==> config.mk <==
export PLATFORM = sky130hd
export DESIGN_NAME = pc88_loader_sink
export DESIGN_NICKNAME = d
export VERILOG_FILES = /design/src/rtl/pc88_loader_sink.sv
export SDC_FILE = /design/constraint.sdc
export NUM_CORES = 1
export LEC_CHECK = 0
export BUFFER_PORTS_ARGS = -buffer_cell sky130_fd_sc_hd__buf_2
export CORE_MARGIN = 4
export CORE_UTILIZATION = 54
export CTS_CLUSTER_DIAMETER = 200
export DETAILED_ROUTE_END_ITERATION = 10
export PLACE_DENSITY = 0.84
export SLEW_MARGIN = 15
export SYNTH_ARGS = -nofsm -noshare
export SYNTH_HDL_FRONTEND = slang
export SYNTH_SLANG_ARGS = --single-unit
==> constraint.sdc <==
create_clock -name clk_sys -period 4 [get_ports clk_sys]
set_clock_uncertainty 0.2 [all_clocks]
set_input_delay 0.2 -clock clk_sys [delete_from_list [all_inputs] [get_ports clk_sys]]
set_output_delay 0.2 -clock clk_sys [all_outputs]
set_load 0.005 [all_outputs]
==> src/rtl/pc88_loader_sink.sv <==
// Loader byte-handshake sink. Packs even/odd loader bytes into 16-bit words.
// Each word is written through the SDRAM request/acknowledge port before the loader byte is acked.
//
// state    | meaning
// IDLE     | waiting for a loader byte, or for a session end that needs a flush
// FLUSH    | writing a lone pending low byte (be=01)
// MEM_WR   | writing a paired word (be=11) or a lone high byte (be=10)
// ACK      | one-cycle ldr_ack; byte_count/checksum advance
// WAIT_LOW | waiting for the initiator to release ldr_wr
module pc88_loader_sink #(
  parameter int                ADDR_W    = 19,
  parameter int                MEM_AW    = 24,
  parameter logic [MEM_AW-1:0] BASE_WORD = 24'h000000
) (
  input  logic              clk_sys,
  input  logic              reset,
  input  logic              ldr_oe,
  input  logic              ldr_wr,
  input  logic [ADDR_W-1:0] ldr_adr,
  input  logic [7:0]        ldr_wdat,
  output logic              ldr_ack,
  output logic              mem_req,
  output logic [MEM_AW-1:0] mem_adr,
  output logic [15:0]       mem_wdat,
  output logic [1:0]        mem_be,
  input  logic              mem_ack,
  output logic              busy,
  output logic [19:0]       byte_count,
  output logic [7:0]        checksum
);

  typedef enum logic [2:0] {
    S_IDLE,
    S_FLUSH,
    S_MEM_WR,
    S_ACK,
    S_WAIT_LOW
  } state_t;

  state_t state_q, state_d;

  logic              pending_q, pending_d;
  logic [7:0]        pend_lo_q, pend_lo_d;
  logic [ADDR_W-2:0] pend_word_q, pend_word_d;

  logic              mem_req_d, ldr_ack_d;
  logic [MEM_AW-1:0] mem_adr_d;
  logic [15:0]       mem_wdat_d;
  logic [1:0]        mem_be_d;
  logic [19:0]       byte_count_d;
  logic [7:0]        checksum_d;

  logic [ADDR_W-2:0] adr_word;
  logic              adr_odd;
  logic              pair_hit;

  assign adr_word = ldr_adr[ADDR_W-1:1];
  assign adr_odd  = ldr_adr[0];
  assign pair_hit = pending_q && (pend_word_q == adr_word);

  // The sum wraps silently at MEM_AW bits.
  function automatic logic [MEM_AW-1:0] word_addr(input logic [ADDR_W-2:0] w);
    return BASE_WORD + MEM_AW'(w);
  endfunction

  always_ff @(posedge clk_sys or posedge reset) begin
    if (reset) begin
      state_q     <= S_IDLE;
      pending_q   <= 1'b0;
      pend_lo_q   <= 8'h00;
      pend_word_q <= '0;
      ldr_ack     <= 1'b0;
      mem_req     <= 1'b0;
      mem_adr     <= '0;
      mem_wdat    <= 16'h0000;
      mem_be      <= 2'b00;
      byte_count  <= 20'h00000;
      checksum    <= 8'h00;
    end else begin
      state_q     <= state_d;
      pending_q   <= pending_d;
      pend_lo_q   <= pend_lo_d;
      pend_word_q <= pend_word_d;
      ldr_ack     <= ldr_ack_d;
      mem_req     <= mem_req_d;
      mem_adr     <= mem_adr_d;
      mem_wdat    <= mem_wdat_d;
      mem_be      <= mem_be_d;
      byte_count  <= byte_count_d;
      checksum    <= checksum_d;
    end
  end

  always_comb begin
    state_d = state_q;
    case (state_q)
      S_IDLE: begin
        if (ldr_oe && ldr_wr) begin
          if (!adr_odd && !pending_q)
            state_d = S_ACK;
          else if (adr_odd && (pair_hit || !pending_q))
            state_d = S_MEM_WR;
          else
            state_d = S_FLUSH;   // request stays held and is re-evaluated afterwards
        end else if (!ldr_oe && pending_q) begin
          state_d = S_FLUSH;
        end
      end
      S_FLUSH:    if (mem_ack) state_d = S_IDLE;
      S_MEM_WR:   if (mem_ack) state_d = S_ACK;
      S_ACK:      state_d = S_WAIT_LOW;
      S_WAIT_LOW: if (!ldr_wr) state_d = S_IDLE;
      default:    state_d = S_IDLE;
    endcase
  end

  // Outputs are registered from the next state so they line up with the state they belong to.
  always_comb begin
    pending_d    = pending_q;
    pend_lo_d    = pend_lo_q;
    pend_word_d  = pend_word_q;
    mem_adr_d    = mem_adr;
    mem_wdat_d   = mem_wdat;
    mem_be_d     = mem_be;
    mem_req_d    = (state_d == S_MEM_WR) || (state_d == S_FLUSH);
    ldr_ack_d    = (state_d == S_ACK);
    byte_count_d = byte_count;
    checksum_d   = checksum;

    if (state_q == S_IDLE) begin
      if (state_d == S_ACK) begin
        pending_d   = 1'b1;
        pend_lo_d   = ldr_wdat;
        pend_word_d = adr_word;
      end else if (state_d == S_MEM_WR) begin
        mem_adr_d  = word_addr(adr_word);
        mem_wdat_d = {ldr_wdat, pending_q ? pend_lo_q : 8'h00};
        mem_be_d   = pending_q ? 2'b11 : 2'b10;
      end else if (state_d == S_FLUSH) begin
        mem_adr_d  = word_addr(pend_word_q);
        mem_wdat_d = {8'h00, pend_lo_q};
        mem_be_d   = 2'b01;
      end
    end

    if ((state_q == S_MEM_WR || state_q == S_FLUSH) && mem_ack)
      pending_d = 1'b0;

    if (state_d == S_ACK) begin
      byte_count_d = byte_count + 20'd1;
      checksum_d   = checksum + ldr_wdat;
    end
  end

  assign busy = (state_q != S_IDLE) || pending_q;

endmodule
=== Yosys cells after proc, flatten, opt, wreduce, memory -nomap -nowiden ===
Cells that the tools add are included.

* Shift-type cells: 0
* Reductions and logical operators: 21
* Order comparisons: 0
* Divide/modulo/power cells: 0
* Bitwise logic cells: 1
* Multiply operators: 0
* Mux-type cells: 19
* Equality and inequality tests: 8
* Add/sub/neg operators: 2

{| class="wikitable"
|+ Operators by type and width
! operator !! count
|-
| 2-to-1 mux 24 bit || 2
|-
| 2-to-1 mux 16 bit || 2
|-
| adder 20 x 1 -> 20 bit (second input constant) || 1
|-
| == test 18 bit || 1
|-
| 2-to-1 mux 3 bit || 5
|-
| one-hot mux 3 bit (5 select lines) || 1
|-
| == test 3 x 2 -> 1 bit (second input constant) || 4
|-
| adder 8 bit || 1
|-
| 2-to-1 mux 2 bit || 4
|-
| 2-to-1 mux 8 bit || 1
|-
| == test 3 x 1 -> 1 bit (second input constant) || 2
|-
| logical AND 1 bit || 6
|-
| nonzero test 2 bit || 3
|-
| logical OR 1 bit || 4
|-
| 2-to-1 mux 1 bit || 4
|-
| AND reduction 2 bit || 2
|-
| == test 3 bit (second input constant) || 1
|-
| zero test 1 bit || 3
|-
| zero test 3 bit || 1
|-
| AND reduction 3 bit || 1
|-
| nonzero test 3 bit || 1
|-
| NOT 1 bit || 1
|}

* Latch bits: 0
* Word-level logic and storage cells: 62
* Flip-flop bits (word level): 102
* Output and inout port bits: 73
* Bits in writable memories: 0
* Bits of input ports: 32
* Memory bits (read-only): 0
* Memories: 0

=== Depth between registers and ports, before layout ===
Gate-level depths: netlist (run 1).

* Depth in word-level cells: 12
* Depth in mapped cells: 9
* Mapped depth without buffers: 9

=== Worst setup path before layout (run 1) ===
Ideal clock, no wire load.

* Kind: register to register
* Start point: register state_q[0]
* End point: register mem_wdat[1]
* Path slack: 1,666 ps
* Path buffers: 2
* Stages on the path, launching flop included: 9
* Required time: 3,679 ps
* Arrival: 2,013 ps
* Library setup time: 121 ps
* Cells stage by stage: dfrtp_1 -> or2_1 -> a2111oi_4 -> inv_2 -> a31o_1 -> and2_1 -> buf_6 -> buf_6 -> a22o_1

* Longest elaborated chain between the ends: 6
* Elaborated cells on any way between the ends: 18

{| class="wikitable"
|+ RTL lines
! what !! line !! text
|-
| start: declaration || 40 || <nowiki>state_t state_q, state_d;</nowiki>
|-
| start signal: assignment || 80 || <nowiki>state_q <= state_d;</nowiki>
|-
| 2-to-1 mux 3 bit || 105 || <nowiki>end else if (!ldr_oe && pending_q) begin</nowiki>
|-
| 2-to-1 mux 3 bit || 98 || <nowiki>if (ldr_oe && ldr_wr) begin</nowiki>
|-
| one-hot mux 3 bit (5 select lines) || 96 || <nowiki>case (state_q)</nowiki>
|-
| == test 3 x 2 -> 1 bit, or another cell as far along || 135 || <nowiki>end else if (state_d == S_MEM_WR) begin</nowiki>
|-
| nonzero test 2 bit (no source line) or NOT 1 bit (tied branches) || -- ||
|-
| AND reduction 3 bit (no source line) || -- ||
|-
| end signal: assignment || 87 || <nowiki>mem_wdat <= mem_wdat_d;</nowiki>
|-
| end: declaration || 24 || <nowiki>output logic [15:0] mem_wdat,</nowiki>
|}

Several ways; a longest one is shown, not always the timed one.
A chain may end at the register's enable or synchronous reset.

=== Final worst setup path (run 1) ===
* Start point: input ldr_adr[8]
* End point: register checksum[3]

* Longest elaborated chain between the ends: 9

{| class="wikitable"
|+ RTL lines
! what !! line !! text
|-
| start: declaration || 19 || <nowiki>input logic [ADDR_W-1:0] ldr_adr,</nowiki>
|-
| == test 18 bit || 59 || <nowiki>assign pair_hit = pending_q && (pend_word_q == adr_word);</nowiki>
|-
| logical AND 1 bit || 59 ||
|-
| logical OR 1 bit || 101 || <nowiki>else if (adr_odd && (pair_hit || !pending_q))</nowiki>
|-
| logical AND 1 bit || 101 ||
|-
| 2-to-1 mux 2 bit || 101 ||
|-
| 2-to-1 mux 2 bit || 99 || <nowiki>if (!adr_odd && !pending_q)</nowiki>
|-
| 2-to-1 mux 3 bit || 98 ||
|-
| one-hot mux 3 bit (5 select lines) || 96 ||
|-
| == test 3 x 2 -> 1 bit || -- ||
|-
| via ldr_ack_d || 46 || <nowiki>logic mem_req_d, ldr_ack_d;</nowiki>
|-
| end signal: assignment || 90 || <nowiki>checksum <= checksum_d;</nowiki>
|-
| end: declaration || 29 || <nowiki>output logic [7:0] checksum</nowiki>
|}

The timed path passes the listed nets, and every way through them passes these cells.

==> results.ini, run 1 <==
[status]
status=finished clean

[synthesis]
ys.flop_type=dfrtp_1
syn_inst=400
synth_edf_count=0
synthTopCellsByArea=dfrtp_1, xnor2_1, mux2_1
synth_xor_area_share_pct=8.25
synth-simple-area-share_pct=10.5
synth_area_leader_cell=dfrtp_1
yosys-mux-area-fraction_pct=8.09
synth.yosys.seq_area_share_pct=52.6
yosys-top-cells-count=dfrtp_1, xnor2_1, mux2_1
synth_cell_type_count=50
yosys_warnings=0
synth_compound_area_share_pct=12.1
syn-cell-area_sq_mm=0.00456
synth_top_cell_area_share_pct=52.6
ys_seq_elements=96
syn_area_per_cell_sq_um=11.4
async_flop_share_pct=100
synth.most_common_cell=dfrtp_1
synth_adder_area_share_pct=2.63
synth_top_family_by_area=compound AO/OA/AOI/OAI gates

[place]
gp_congestion=0.809
placed_cells=594
io_buffers=98
place_area_sq_mm=0.00511
dpl_worst_slack_ps=1180
dp_hpwl_um=7500

[detailed_routing]
vias=3532
firstDrtPassIters=4
postRouteAntennaNets=0
drc=0
wl_per_cell_um=16.9
drt_iter0_drc=242
drt_wl_total_um=10800
vias_per_cell=5.54

[cts]
cts_made_buffers=9
tritoncts=done
clk_latency_ps=360
cts_resized=0
htreeDepth=3
root_buffer=clkbuf_8
clock_sinks=96
ctsLongestPathBuffers=2
path_clk_slew_ps=80

[sta]
finalSetupTns_ps=0
min_period_ps=2950
setup_ws_ps=1050
timing.final.crit_share_pct=73.7
worst_pin_slew_ps=787
hold_viol_final=0
final-max-slew-violation-count=0
max_slew_margin_pct=47.5
rsz0062_at_grt=no
setup_violations=0
max_freq_ghz=0.339

[worst_setup_path]
cp.arrival_ps=2990
cpMaxStageDelayCell=dlygate4sd3_1
cp.required_ps=4040
crit_path_end_kind=flip-flop
crit_fanout=24
r2r-start=state_q[2]
crit_start=ldr_adr[8]
crit_chain=dlygate4sd3_1 -> buf_2 -> xnor2_1 -> nand4_1 -> nor3_2 -> a31o_2 -> nand2_1 -> inv_2 -> mux2_1
critPathLaunchType=primary input
max_stage_delay_ps=560
critical_path_class=in2reg

[power]
p_leak_nw=2.68
p_per_area_mw_per_mm2=668
irDropWorstVdd_mv=0.340
total_power_mw=3.72

[final_layout]
nFillCells=586
fin_cells=638
final_nets=570
drive_above_1_share_pct=24.4
area_growth_pct=22.1
diodes=0
final_area_sq_mm=0.00557

[worst_hold_path]
hold_path.class=in2reg
hp-start=ldr_adr[0]

[floorplan]
rows=33
die_x_um=99.9
core_sq_mm=0.00822
io_pins=105
initial_utilization_pct=55.6
die_area_sq_mm=0.00999
die_y_um=99.9

[global_route]
grt_antenna_before_repair=0
gr-usage-met1_pct=30.3
grt_pass1_wl_um=18100
grt_pass1_vias=3660
grt.met2_usage_pct=37.2
grtUsageMet3_pct=3.47
grtUsageTotal_pct=22.9
busiest_layer=met2
grt_max_degree=62
overflow=0

[run]
drv_cap=0

-- cells by family (layout without fill, tap and decap cells) --
group           count (synthesis)  count (layout)
other cells                     1               6
compound gates                 79              79
fa+ha+maj                       9               9
xor+xnor                       43              43
mux                            33              33
flops                          96              96
simple gates                   87              87
buf+inv                        52             180
-- area by class of cell --
class / instances / area [sq um] / share of cell area [%]
Clock buffer: 12 / 155 / 2.78
Clock inverter: 3 / 17.5 / 0.314
Inverter: 32 / 123 / 2.20
Multi-Input combinational cell: 257 / 1920 / 34.4
Sequential cell: 96 / 2400 / 43.1
Tap cell: 105 / 131 / 2.36
Timing Repair Buffer: 133 / 826 / 14.8
-- registers in the layout, summed over array words and instances, names as in the netlist, 2 cells and up --
name	cells
state_q	3
mem_wdat	16
mem_adr	18
byte_count	20
checksum	8
pend_word_q	18
pend_lo_q	8
mem_be	2
-- per-stage QoR --
stage	utilization, %	hold WS [ps]
after floorplan	-	132
after global placement	62.2	172
after detailed placement	62.2	181
after CTS	67.8	72.8
after global routing	67.8	114
final	67.8	89.0
-- routing by layer --
layer  routed length, um  up-vias
met1                4570     1702
met4                 342        0
li1                    -     1664
met2                5280      138
met3                 595       28
met5                   0        -
-- path summary, 6_finish.rpt --
kind                                  endpoint  slack [ps]  cells after the start
worst max-delay path               checksum[3]        1050                      9
worst min-delay path                 mem_be[0]          90                      3
worst max register to register     mem_adr[14]        1150                      8
worst min register to register  byte_count[19]         260                      1
max in group asynchronous       byte_count[18]        2320                      4
min in group asynchronous          mem_adr[12]         330                      3
-- power breakdown --
group          switching [mW]  internal [mW]
sequential              0.297           1.35
combinational           0.783          0.714
clock                   0.320          0.255
total                    1.40           2.32
-- cells in the final DEF, fill, tap and decap left out, drive strengths merged, types with 4 or more instances in the layout --
cell type / count
nand4: 15
buf: 104
dlygate4sd3: 29
nand2: 19
a22o: 16
nor2: 8
o22ai: 20
nand4b: 4
inv: 32
ha: 8
nor3: 11
dfrtp: 96
xnor2: 43
a21oi: 25
and2: 5
conb: 6
nand3: 13
mux2: 31
clkbuf: 12
-- worst max-delay path: cells and delay by family --
family	cells	cell delay, ps
compound gates	1	550
xor+xnor	1	140
buf+inv	3	920
mux	1	340
simple gates	3	830
-- what timing repair did --
action,in CTS,in global routing
endpoints found under the hold margin,108,0
hold buffers,29,0
setup buffers,0,0
No activity file was read; power rests on OpenSTA's default activity.
==> inputs of run 2 (changes only) <==
--- a/config.mk
+++ b/config.mk
@@ -7,10 +7,10 @@
 export LEC_CHECK = 0
 export BUFFER_PORTS_ARGS = -buffer_cell sky130_fd_sc_hd__buf_2
 export CORE_MARGIN = 4
-export CORE_UTILIZATION = 54
+export CORE_UTILIZATION = 49
 export CTS_CLUSTER_DIAMETER = 200
 export DETAILED_ROUTE_END_ITERATION = 10
-export PLACE_DENSITY = 0.84
+export PLACE_DENSITY = 0.8
 export SLEW_MARGIN = 15
 export SYNTH_ARGS = -nofsm -noshare
 export SYNTH_HDL_FRONTEND = slang
==> constraint.sdc (replaced) <==
create_clock -name clk_sys -period 2.68 [get_ports clk_sys]
set_clock_uncertainty 0.2 [all_clocks]
set_input_delay 0.134 -clock clk_sys [delete_from_list [all_inputs] [get_ports clk_sys]]
set_output_delay 0.134 -clock clk_sys [all_outputs]
set_load 0.005 [all_outputs]
==> run 2 against run 1 <==
Via count rose by 0.40%. Global-route usage decreased by 2.6 points. Sequential power grew 48%. Die area rose by 9.4%. Cell count is 1.9% higher. Wire length down 1.0%. Cell area rose by 2.3%. Clock power grew 65%. Power increased by 54%. Core utilization fell by 3.7 points. First-iteration DRC count fell by 7.9%. Sequential cell count did not move. Critical path type is now reg2reg. Largest power group unchanged. Highest routed layer unchanged.
==> results.ini, run 2 (synthesized netlist as in run 1, its figures left out) <==
[status]
status=finished clean

[place]
dpl_worst_slack_ps=-78.6
dp_hpwl_um=7330
io_buffers=98
place_area_sq_mm=0.00518
gp_congestion=0.934

[final_layout]
area_growth_pct=24.9
utilization_pct=64.1
final_area_sq_mm=0.00570
diodes=0
reg.largest.list=byte_count: 20 flops, mem_adr: 18 flops, pend_word_q: 18 flops
final_common_cell=buf_2
final_nets=578
mostFrequentLayoutCells=buf_2, dfrtp_1, xnor2_1, mux2_1, dlygate4sd3_1
multi_input_area_sq_mm=0.00193
seq_area_sq_mm=0.00240
nFillCells=732
largest_reg_flops=20
drive_above_1_share_pct=25.8
largest_register=byte_count

[sta]
hold_viol_final=0
setup_violations=0
min_period_ps=2500
final-max-slew-violation-count=0
max_freq_ghz=0.400
timing.hold.ws_ps=54.2
timing.final.crit_share_pct=93.2
max_slew_margin_pct=66.3
worst_pin_slew_ps=506
finalSetupTns_ps=0
setup_ws_ps=182
rsz0062_at_grt=no

[detailed_routing]
wl_per_cell_um=16.4
postRouteAntennaNets=0
vias=3546
drc=0
firstDrtPassIters=5
drt_iter0_drc=223
vias_per_cell=5.46
drt_wl_total_um=10700

[floorplan]
io_pins=105
die_x_um=105
die_area_sq_mm=0.0109
rows=34
die_y_um=105
core_sq_mm=0.00889
initial_utilization_pct=51.3

[power]
p_leak_nw=2.74
irDropWorstVdd_mv=0.519
p_per_area_mw_per_mm2=1000

[global_route]
grtUsageTotal_pct=20.3
grt_antenna_before_repair=0
grt_pass1_wl_um=18000
grt_max_degree=97
grt_pass1_vias=3610
overflow=0

[worst_setup_path]
cp.arrival_ps=2530
crit_path_end_kind=flip-flop
cp.required_ps=2710
crit_fanout=7
ff2ff_setup_slack_ps=180
critPathLaunchType=flip-flop
critical_path_class=reg2reg

[cts]
clk_latency_ps=360
cts_made_buffers=9
path_clk_slew_ps=100
root_buffer=clkbuf_8
clock_sinks=96
htreeDepth=3
ctsLongestPathBuffers=2
tritoncts=done

[worst_hold_path]
hold_path.class=in2reg

[run]
drv_cap=0

run 2: critical path, cell delays in order (launching register included):
cell	delay [ps]
dfrtp_1	420
xnor2_1	240
nand4_1	240
nor2_1	300
a31o_2	280
nand2_1	170
inv_2	180
mux2_1	350
run 2: layout make-up:
cell class / instances / area share [%]
clock inverters: 7 / 1.25
clock buffers: 9 / 2.17
multi-input cells: 257 / 33.9
repair buffers: 141 / 16.0
inverters: 32 / 2.17
flip-flops and latches: 96 / 42.1
well taps: 108 / 2.37
run 2: path summary, 6_finish.rpt:
kind	from	end	depth (start not counted)
max in group asynchronous	reset	pend_word_q[16]	4
min in group asynchronous	reset	mem_adr[4]	4
hold / removal	ldr_oe	mem_be[0]	4
hold reg to reg	byte_count[19]	byte_count[19]	1
setup / recovery	pend_word_q[14]	byte_count[1]	7
setup reg to reg	pend_word_q[14]	byte_count[1]	7
run 2: metrics by stage:
stage / std cells / total power [mW]
global route: 650 / 6.13
global placement: 602 / 4.59
floorplan: 405 / 3.89
detailed placement: 602 / 4.71
finish: 650 / 5.73
CTS: 648 / 5.71
run 2: per-layer routing:
| metal | GRT usage (%) | up-vias | share of wire [%] |
|---|---|---|---|
| met5 | 0 | - | 0 |
| met4 | 8.17 | 0 | 2.4 |
| met3 | 4.28 | 23 | 5.0 |
| met2 | 34.2 | 114 | 50 |
| met1 | 25.5 | 1727 | 42 |
| li1 | - | 1682 | - |
run 2: repair_timing:
| item | in CTS | in global routing |
|---|---|---|
| buffers inserted | 0 | 2 |
| hold buffers | 30 | 0 |
| resized for setup | 1 | 1 |
| pin swaps | 0 | 0 |
| endpoints found under the hold margin | 153 | 0 |
| setup endpoints to repair | 4 | 30 |
run 2: where the power goes:
group,internal (mW),switching [mW]
clock network,0.434,0.517
registers,2.02,0.429
logic,1.16,1.17
total,3.61,2.12
==> inputs of run 3 (changes only) <==
--- a/config.mk
+++ b/config.mk
@@ -5,12 +5,13 @@
 export SDC_FILE = /design/constraint.sdc
 export NUM_CORES = 1
 export LEC_CHECK = 0
+export ABC_AREA = 1
 export BUFFER_PORTS_ARGS = -buffer_cell sky130_fd_sc_hd__buf_2
-export CORE_MARGIN = 4
-export CORE_UTILIZATION = 49
+export CORE_MARGIN = 2
+export CORE_UTILIZATION = 35
 export CTS_CLUSTER_DIAMETER = 200
 export DETAILED_ROUTE_END_ITERATION = 10
-export PLACE_DENSITY = 0.8
+export PLACE_DENSITY = 0.61
 export SLEW_MARGIN = 15
 export SYNTH_ARGS = -nofsm -noshare
 export SYNTH_HDL_FRONTEND = slang
==> run 3 against run 2 <==
Count of clock-buffer cells in the layout grew 3. Fmax increased by 0.40%. Sequential cell count stayed put. First-iteration DRC count down 12%. Core utilization is 20 points lower. Global-route usage shrank 3.4 points. Largest power group is now combinational logic.
==> results.ini, run 3 <==
[synthesis]
syn_area_per_cell_sq_um=7.60
yosys-top-cells-count=nand2_1, dfrtp_1, inv_1
synth.yosys.seq_area_share_pct=47.2
yosys_warnings=0
yosys-mux-area-fraction_pct=0
synth_cell_type_count=32
syn-cell-area_sq_mm=0.00509
synth_area_leader_cell=dfrtp_1
synth_edf_count=0
synth_xor_area_share_pct=5.85
synth.most_common_cell=nand2_1
synth_adder_area_share_pct=2.36
async_flop_share_pct=100
synth_compound_area_share_pct=3.99
synth_top_family_by_area=simple AND/OR/NAND/NOR gates
syn_inst=669
synth-simple-area-share_pct=32.7
ys_seq_elements=96
synth_top_cell_area_share_pct=47.2
ys.flop_type=dfrtp_1
synthTopCellsByArea=dfrtp_1, nand2_1, xor2_1

[global_route]
grt_max_degree=48
grt_pass1_wl_um=21100
grt_pass1_vias=4221
overflow=0
grtUsageTotal_pct=16.9
grt_antenna_before_repair=0

[detailed_routing]
firstDrtPassIters=5
drt_wl_total_um=12600
vias=4427
wl_per_cell_um=12.8
drt_iter0_drc=197
postRouteAntennaNets=0
drc=0
vias_per_cell=4.51

[cts]
path_clk_slew_ps=60
clock_sinks=96
htreeDepth=3
root_buffer=clkbuf_16
cts_made_buffers=9
cts_setup_buffers=0
clk_latency_ps=350
ctsLongestPathBuffers=2
tritoncts=done

[final_layout]
reg.largest.list=byte_count: 20 flops, mem_adr: 18 flops, pend_word_q: 18 flops
diodes=0
final_common_cell=nand2_1
drive_above_1_share_pct=17.7
largest_register=byte_count
fin_cells=982
final_nets=835
area_growth_pct=24.5
largest_reg_flops=20
mostFrequentLayoutCells=nand2_1, buf_2, dfrtp_1, inv_1, nand3_1

[power]
p_leak_nw=3.50
total_power_mw=6.38
p_per_area_mw_per_mm2=1010
irDropWorstVdd_mv=0.476

[floorplan]
core_sq_mm=0.0144
die_area_sq_mm=0.0155
initial_utilization_pct=35.4
die_x_um=125
rows=44
io_pins=105
die_y_um=125

[worst_setup_path]
cpLargestDelayFamily=simple AND/OR/NAND/NOR gates
crit_chain=dlygate4sd3_1 -> buf_2 -> xor2_1 -> nor2_1 -> nand2_1 -> nor2_1 -> nand2_1 -> nand2_1 -> nand2_1 -> nand2_1 -> nand2_1 -> nand2_2 -> nand2_2 -> nand2_1 -> buf_4 -> nor2_1 -> xor2_1
max_stage_delay_ps=530
critPathLaunchType=primary input
crit_buf_inv=3
cp.required_ps=2710
crit_top_cell=nand2_1
cpMaxStageDelayCell=dlygate4sd3_1
cp.arrival_ps=2510
crit_path_end_kind=flip-flop
critical_path_class=in2reg
crit_fanout=28

[place]
placed_cells=938
gp_congestion=0.807
dp_hpwl_um=8620
io_buffers=98
dpl_worst_slack_ps=207

[sta]
max_slew_margin_pct=59.6
timing.hold.ws_ps=70.5
final-max-slew-violation-count=0
setup_ws_ps=192
rsz0062_at_grt=yes
min_period_ps=2490
timing.final.crit_share_pct=92.8
hold_viol_final=0
max_freq_ghz=0.402
worst_pin_slew_ps=605
setup_violations=0
finalSetupTns_ps=0

[worst_hold_path]
hold_path.class=in2reg

[status]
status=finished clean

[run]
drv_cap=0

## run 3: cell types whose count changed in the layout (fill, tap and decap cells not counted), moves of 17 or more
cell	previous run	this run
xnor2_1	43	8
nand3_1	12	35
a21oi_1	24	7
nand2_1	19	315
inv_1	28	49
nor2_1	8	34
mux2_1	31	0
o22ai_1	20	0
xor2_1	0	26
## run 3: area by class of cell
type                            instances  area (sq um)
Tap cell                              184           230
Timing Repair Buffer                  138           913
Clock inverter                          3          20.0
Multi-Input combinational cell        494          2320
Sequential cell                        96          2400
Clock buffer                           12           236
Fill cell                            1462          8040
Inverter                               55           210
## run 3: logic make-up after synthesis
kind of cell             count (synthesis)
AND/OR/NAND/NOR                        410
XOR/XNOR                                34
AO/OA/AOI/OAI                           35
adder cells (fa/ha/maj)                  9
other                                    1
buffers and inverters                   84
flip-flops                              96
## run 3: report_power, final
group	switching [mW]	total, mW	internal (mW)
clock network	0.549	1.17	0.624
registers	0.433	2.41	1.98
logic	1.70	2.80	1.10
total	2.68	6.38	3.70
## run 3: worst reg2reg max path: cells and delay by family (launching register included)
family / cells / cell delay (ps)
and+or+nand+nor: 12 / 1110
xor gates and xnor gates: 2 / 320
DFF: 1 / 410
buffers and inverters: 1 / 290
## run 3: stage by stage
| step | area (sq um) | utilization, % |
|---|---|---|
| 2_1_floorplan | 5110 | - |
| 3_3_place_gp | 5770 | 40.2 |
| 3_5_place_dp | 5770 | 40.2 |
| 4_1_cts | 6320 | 44.0 |
| 5_1_grt | 6330 | 44.1 |
| 6_report | 6330 | 44.1 |
## run 3: repair_timing
item | 4_1_cts | 5_1_grt
hold endpoints to repair | 78 | 0
resized for setup | 0 | 1
hold buffers | 29 | 0
endpoints found under the setup margin | 0 | 44
## run 3: final timing paths
| check | cells after the start | from | slack, ps | to |
|---|---|---|---|---|
| min reg2reg | 2 | mem_adr[4] | 270 | mem_adr[4] |
| max | 17 | ldr_adr[6] | 190 | byte_count[14] |
| max in group asynchronous | 4 | reset | 1330 | pend_word_q[14] |
| min in group asynchronous | 3 | reset | 200 | mem_adr[17] |
| min | 5 | ldr_adr[0] | 70 | state_q[1] |
| max reg2reg | 15 | pend_word_q[5] | 220 | byte_count[14] |
## run 3: routing by layer
metal | vias up | routed length [um] | track usage (%)
li1 | 2287 | - | -
met1 | 2023 | 5900 | 22.2
met2 | 107 | 5870 | 27.7
met3 | 10 | 661 | 4.64
met4 | 0 | 178 | 4.23
met5 | - | 0 | 0
